===== src/rtl/song_reader.sv =====
// song_reader: steps through the {note, duration} entries of the selected
// song in a synchronous ROM. Each entry's duration is handed to the external
// beat timer and its note is presented to the note player until the timer
// reports expiry, then the next entry is fetched. A zero duration marks the
// end of a song; a song that fills every index ends after its last entry.
module song_reader #(
   parameter int NOTE_W = 6,
   parameter int DUR_W  = 6,
   parameter int IDX_W  = 5,
   parameter int SONG_W = 2
) (
   input  logic                     clk,
   input  logic                     reset,
   input  logic                     play,
   input  logic                     beat,
   input  logic [SONG_W-1:0]        song,
   output logic [SONG_W+IDX_W-1:0]  rom_addr,
   input  logic [NOTE_W+DUR_W-1:0]  rom_data,
   output logic                     timer_clear,
   output logic                     timer_en,
   output logic [DUR_W-1:0]         duration_to_load,
   input  logic                     timer_done,
   output logic [NOTE_W-1:0]        note,
   output logic                     new_note,
   output logic                     song_done
);

   typedef enum logic [2:0] {
      S_IDLE,
      S_FETCH,
      S_WAIT,
      S_LOAD,
      S_PLAY,
      S_NEXT,
      S_DONE
   } state_t;

   localparam logic [IDX_W-1:0] LAST_IDX = {IDX_W{1'b1}};

   state_t             state;
   logic [SONG_W-1:0]  song_q;
   logic [IDX_W-1:0]   idx;
   logic [NOTE_W-1:0]  note_q;
   logic [DUR_W-1:0]   dur_q;
   logic               play_d;

   logic [NOTE_W-1:0]  rom_note;
   logic [DUR_W-1:0]   rom_dur;
   logic               play_rise;

   assign rom_note  = rom_data[NOTE_W+DUR_W-1:DUR_W];
   assign rom_dur   = rom_data[DUR_W-1:0];
   assign play_rise = play & ~play_d;

   // The ROM address is always the latched song plus the current entry index.
   assign rom_addr         = {song_q, idx};
   assign duration_to_load = dur_q;

   // The timer only advances while a note is playing and play is held high;
   // dropping play freezes the timer, the state and the note together.
   assign timer_en = (state == S_PLAY) & play & beat;

   // The note is audible from the load cycle until the entry is retired.
   always_comb begin
      note = '0;
      if (state == S_LOAD || state == S_PLAY || state == S_NEXT)
         note = note_q;
   end

   // Sequencer: fetch entry, check for the end marker, load the timer, play
   // until timer expiry, then advance or finish. Pulses last one cycle.
   always_ff @(posedge clk) begin
      if (reset) begin
         state       <= S_IDLE;
         song_q      <= '0;
         idx         <= '0;
         note_q      <= '0;
         dur_q       <= '0;
         play_d      <= 1'b0;
         new_note    <= 1'b0;
         timer_clear <= 1'b1;
         song_done   <= 1'b0;
      end else begin
         play_d      <= play;
         new_note    <= 1'b0;
         timer_clear <= 1'b0;
         song_done   <= 1'b0;
         case (state)
            S_IDLE: begin
               // Only a fresh rising edge starts a song; a level held high
               // from the previous song does not retrigger it.
               if (play_rise) begin
                  song_q <= song;
                  idx    <= '0;
                  state  <= S_FETCH;
               end
            end
            S_FETCH: begin
               state <= S_WAIT;
            end
            S_WAIT: begin
               if (rom_dur == '0) begin
                  song_done <= 1'b1;
                  state     <= S_DONE;
               end else begin
                  note_q      <= rom_note;
                  dur_q       <= rom_dur;
                  new_note    <= 1'b1;
                  timer_clear <= 1'b1;
                  state       <= S_LOAD;
               end
            end
            S_LOAD: begin
               state <= S_PLAY;
            end
            S_PLAY: begin
               if (timer_done)
                  state <= S_NEXT;
            end
            S_NEXT: begin
               // The index never wraps: a full song ends after its last slot.
               if (idx == LAST_IDX) begin
                  song_done <= 1'b1;
                  state     <= S_DONE;
               end else begin
                  idx   <= idx + 1'b1;
                  state <= S_FETCH;
               end
            end
            S_DONE: begin
               state <= S_IDLE;
            end
            default: begin
               state <= S_IDLE;
            end
         endcase
      end
   end

endmodule


===== config.mk =====
export PLATFORM = sky130hd
export DESIGN_NAME = song_reader
export DESIGN_NICKNAME = d
export VERILOG_FILES = /design/src/rtl/song_reader.sv
export SDC_FILE = /design/constraint.sdc
export NUM_CORES = 1
export LEC_CHECK = 0
export CORE_ASPECT_RATIO = 1.25
export CORE_UTILIZATION = 39
export CTS_CLUSTER_SIZE = 14
export DETAILED_ROUTE_END_ITERATION = 6
export PLACE_DENSITY_LB_ADDON = 0.25
export SETUP_SLACK_MARGIN = 0.02
export SLEW_MARGIN = 5
export SYNTH_ARGS = -nofsm -noshare
export SYNTH_HDL_FRONTEND = slang
export SYNTH_SLANG_ARGS = --single-unit

===== constraint.sdc =====
create_clock -name clk -period 1.8 [get_ports clk]
set_clock_uncertainty 0.1 [all_clocks]
set_input_delay 0.36 -clock clk [delete_from_list [all_inputs] [get_ports clk]]
set_output_delay 0.36 -clock clk [all_outputs]
set_load 0.1 [all_outputs]

==> results.txt <==
- The design draws 1.78 mW.
* Number of warnings issued by yosys: 0
* Initial antenna violation count: 0
* Cell area after technology mapping: 1140 sq um
- Clock latency on the worst-skew pair, taken at its later pin, is 0.34 ns.
- Summed over its instances, the top area cell type makes up 45.5% of the synthesized netlist area.
- Port buffering added 41 buffers.
- Synthesis produced 121 cells.
- For the pin with the worst max-slew slack, the measured transition is 0.322 ns.
* Reg2reg end: idx[3]
* Synth Net Count: 142
- Setup repair after global routing could not meet its margin everywhere.
* Post-synthesis register bit count: 26
- Final period demand of the worst path: 1.83 ns
- Antenna Violating Nets Remaining: 0
- The tightest min-delay check is of the reg2reg type.
- Summed over all cells, the static leakage comes to 0.797 nW.
* Via count of the first global-routing pass: 1098
- Worst reg2reg path depth: 7
- Max-cap violations in this run came to 0.
* Flop2flop setup slack: 0.04 ns
- TritonCTS built the clock tree.
* Overflow left after global routing: 0
- The flow ran to the end, but the final reports show violations.
- In the synthesized netlist the dominant register cell turns out to be dfxtp_1.
- RR Startpoint: idx[1]
- Leaving out fill and tap cells, the most frequent cell in the layout is buf_12.
- Instance area after placement: 1930 sq um
* Placer Congestion: 0.757
- Placeable core area: 2730 sq um
- Violation count after the first detailed-routing iteration: 17
- After synthesis, flip-flops and latches occupy 45.5% of the total area.
- Area of the die: 3160 sq um
* Number of flops mapped to enable cells by yosys: 0
- By area the synthesized netlist is led by dfxtp_1, mux2i_1, nor2_1.
- Summed over all nets, the half-perimeter wirelength after detailed placement is 2240 microns.
- Number of pins with negative max-slew slack in the final report: 0
- In this run the worst setup path begins at state[1].
- IR analysis of the VDD net gives a maximum drop of 0.576 mV.
- Aggregate global-route resource usage: 20.6%
- Diode insertion count for antenna repair: 0
- Maximum number of pins on one net before global-route repair: 16
- At the worst endpoint, the required time is 1.34 ns.
- Number of placement rows: 21
- Peak clock frequency supported by timing: 546 MHz
* Avg Inst Size Synth: 9.46 sq um
- Net count reported at finish: 199
- Measured against its own limit, the worst slew margin works out to 78.5%.
- Die width: 50.5 microns
* Timing endpoint of the critical path: note[3]
* Ratio of final minimum period to clock period: 102%
- Clock transition at the registers of the reported paths: 0.14 ns
* Via Count: 1061
- Proportion of synthesized flip-flops having asynchronous set or reset: 0%
- Start-to-end type of the worst setup path: reg2out
- With fillers left out, the area of the finished cells amounts to 2070 sq um.
- Relative to the synthesized area, the layout overhead comes to 80.8%.
- Clock sink count: 26
- In this run the deepest clock path goes through 2 buffers.
- The first global-routing pass estimated 4950 microns of wire.
- In this run the clock root is driven by a clkbuf_4.
- Number of failing hold endpoints at the final stage: 0
- In the post-route analysis, the smallest setup slack over all paths is -0.0319 ns.
* Number of different library cells in the post-synthesis netlist: 31
- Wirelength per Cell: 14.2 microns
* Total CTS buffers: 3
- In the routed design, unresolved DRC markers number 0.
- Top library cells by usage in the layout, fill and taps aside: buf_12, dfxtp_1, clkdlybuf4s50_1
- Deepest level of the CTS H-tree: 1
- Data arrives at the worst endpoint at 1.37 ns.
- The final reports fail on setup timing.
* Drt total wl: 2990 microns
- Cells with a size suffix above 1 make up 39.0% of the layout.
- The initial utilization of the core area, before any placement, comes to 41.9%.
- Hold repair after CTS inserted 0 buffers.
* Largest area contributor in the synthesized netlist: dfxtp_1
- STA classifies the critical path startpoint as a flop.
- Setup violations remaining at the end of the flow were counted as 7.
- Along the worst path, the maximum fanout reaches 6.
- Vertical die dimension: 62.6 microns
- During I/O placement, the number of pins put on the boundary was 42.
- Areal power density over the cells: 861 nW/um^2
- Kind of end point of the critical path: output pin
- After detailed routing, the number of vias per cell comes to 5.03.
- Total iterations of the first detailed-routing run: 4
per-stage QoR:
stage	utilization, %	setup WS, ns	setup TNS (ns)	std cells	hold WS [ns]
6_report	75.7	-0.0319	-0.187	211	0.420
5_1_grt	75.7	-0.0691	-0.490	211	0.448
4_1_cts	75.8	-0.0868	-0.370	212	0.420
3_5_place_dp	70.5	-0.301	-3.49	201	0.384
3_3_place_gp	70.5	-0.214	-2.65	201	0.372
2_1_floorplan	-	-0.0812	-0.105	121	0.332
critical path, stage by stage (launching register included):
cell and delay [ns]:
dfxtp_4 0.40, nand2_2 0.07, o21ai_4 0.20, and2_4 0.20, buf_12 0.17
final cells by class:
cell class / count / area, sq um
Clock buffer: 4 / 47.5
Fill cell: 186 / 663
Multi-Input combinational cell: 89 / 652
Sequential cell: 26 / 543
Tap cell: 34 / 42.5
Timing Repair Buffer: 58 / 785
kinds of logic (layout without fill, tap and decap cells):
kind of cell | Yosys count | after routing | synth area share (%)
and+or+nand+nor | 58 | 58 | 26.6
DFF | 26 | 26 | 45.5
xor gates and xnor gates | 3 | 3 | 2.30
buffers and inverters | 6 | 62 | 4.37
adders and majority gates | 2 | 2 | 2.19
AOI/OAI and AO/OA | 14 | 14 | 8.63
muxes | 12 | 12 | 10.5
registers in the layout (all words and copies together) (netlist names):
name and flops:
song_q 2, duration_to_load 6, idx 5, new_note 1, timer_clear 1, state 3
note_q 6, song_done 1, play_d 1
per-layer routing:
layer  vias up  track usage (%)  wire length, microns
met5         -                0                     0
met4         0             10.4                    85
met3         7             3.16                   120
met2        33             38.2                  1620
met1       499             21.7                  1170
li1        522                -                     -
repair_timing:
action                                  in CTS  in global routing
setup buffers                                7                  0
resized for setup                           10                  6
pin swaps                                    5                  7
endpoints found under the setup margin      16                  9
Yosys cell counts, types with 2 or more instances:
library cell / count
clkbuf_1: 3
nand2_1: 12
nand3_1: 3
nand2b_1: 6
ha_1: 2
a21oi_1: 6
dfxtp_1: 26
nor2b_1: 6
nor2_1: 15
xor2_1: 2
mux2i_1: 12
nor3_1: 4
and2_1: 6
how the worst min path moves through the flow:
stage          cells after the start  startpoint  slack (ns)         to
2_1_floorplan                      1       reset        0.33   new_note
3_3_place_gp                       2   note_q[5]        0.37  note_q[5]
3_5_place_dp                       2   note_q[3]        0.38  note_q[3]
4_1_cts                            2   note_q[0]        0.42  note_q[0]
5_1_grt                            2   song_q[1]        0.45  song_q[1]
6_report                           2   song_q[1]        0.42  song_q[1]
report_power, final:
part | internal [mW] | total [mW] | switching, mW
combinational | 0.324 | 0.740 | 0.416
sequential | 0.633 | 0.687 | 0.0532
clock | 0.170 | 0.355 | 0.185
No activity file was read; power rests on OpenSTA's default activity.
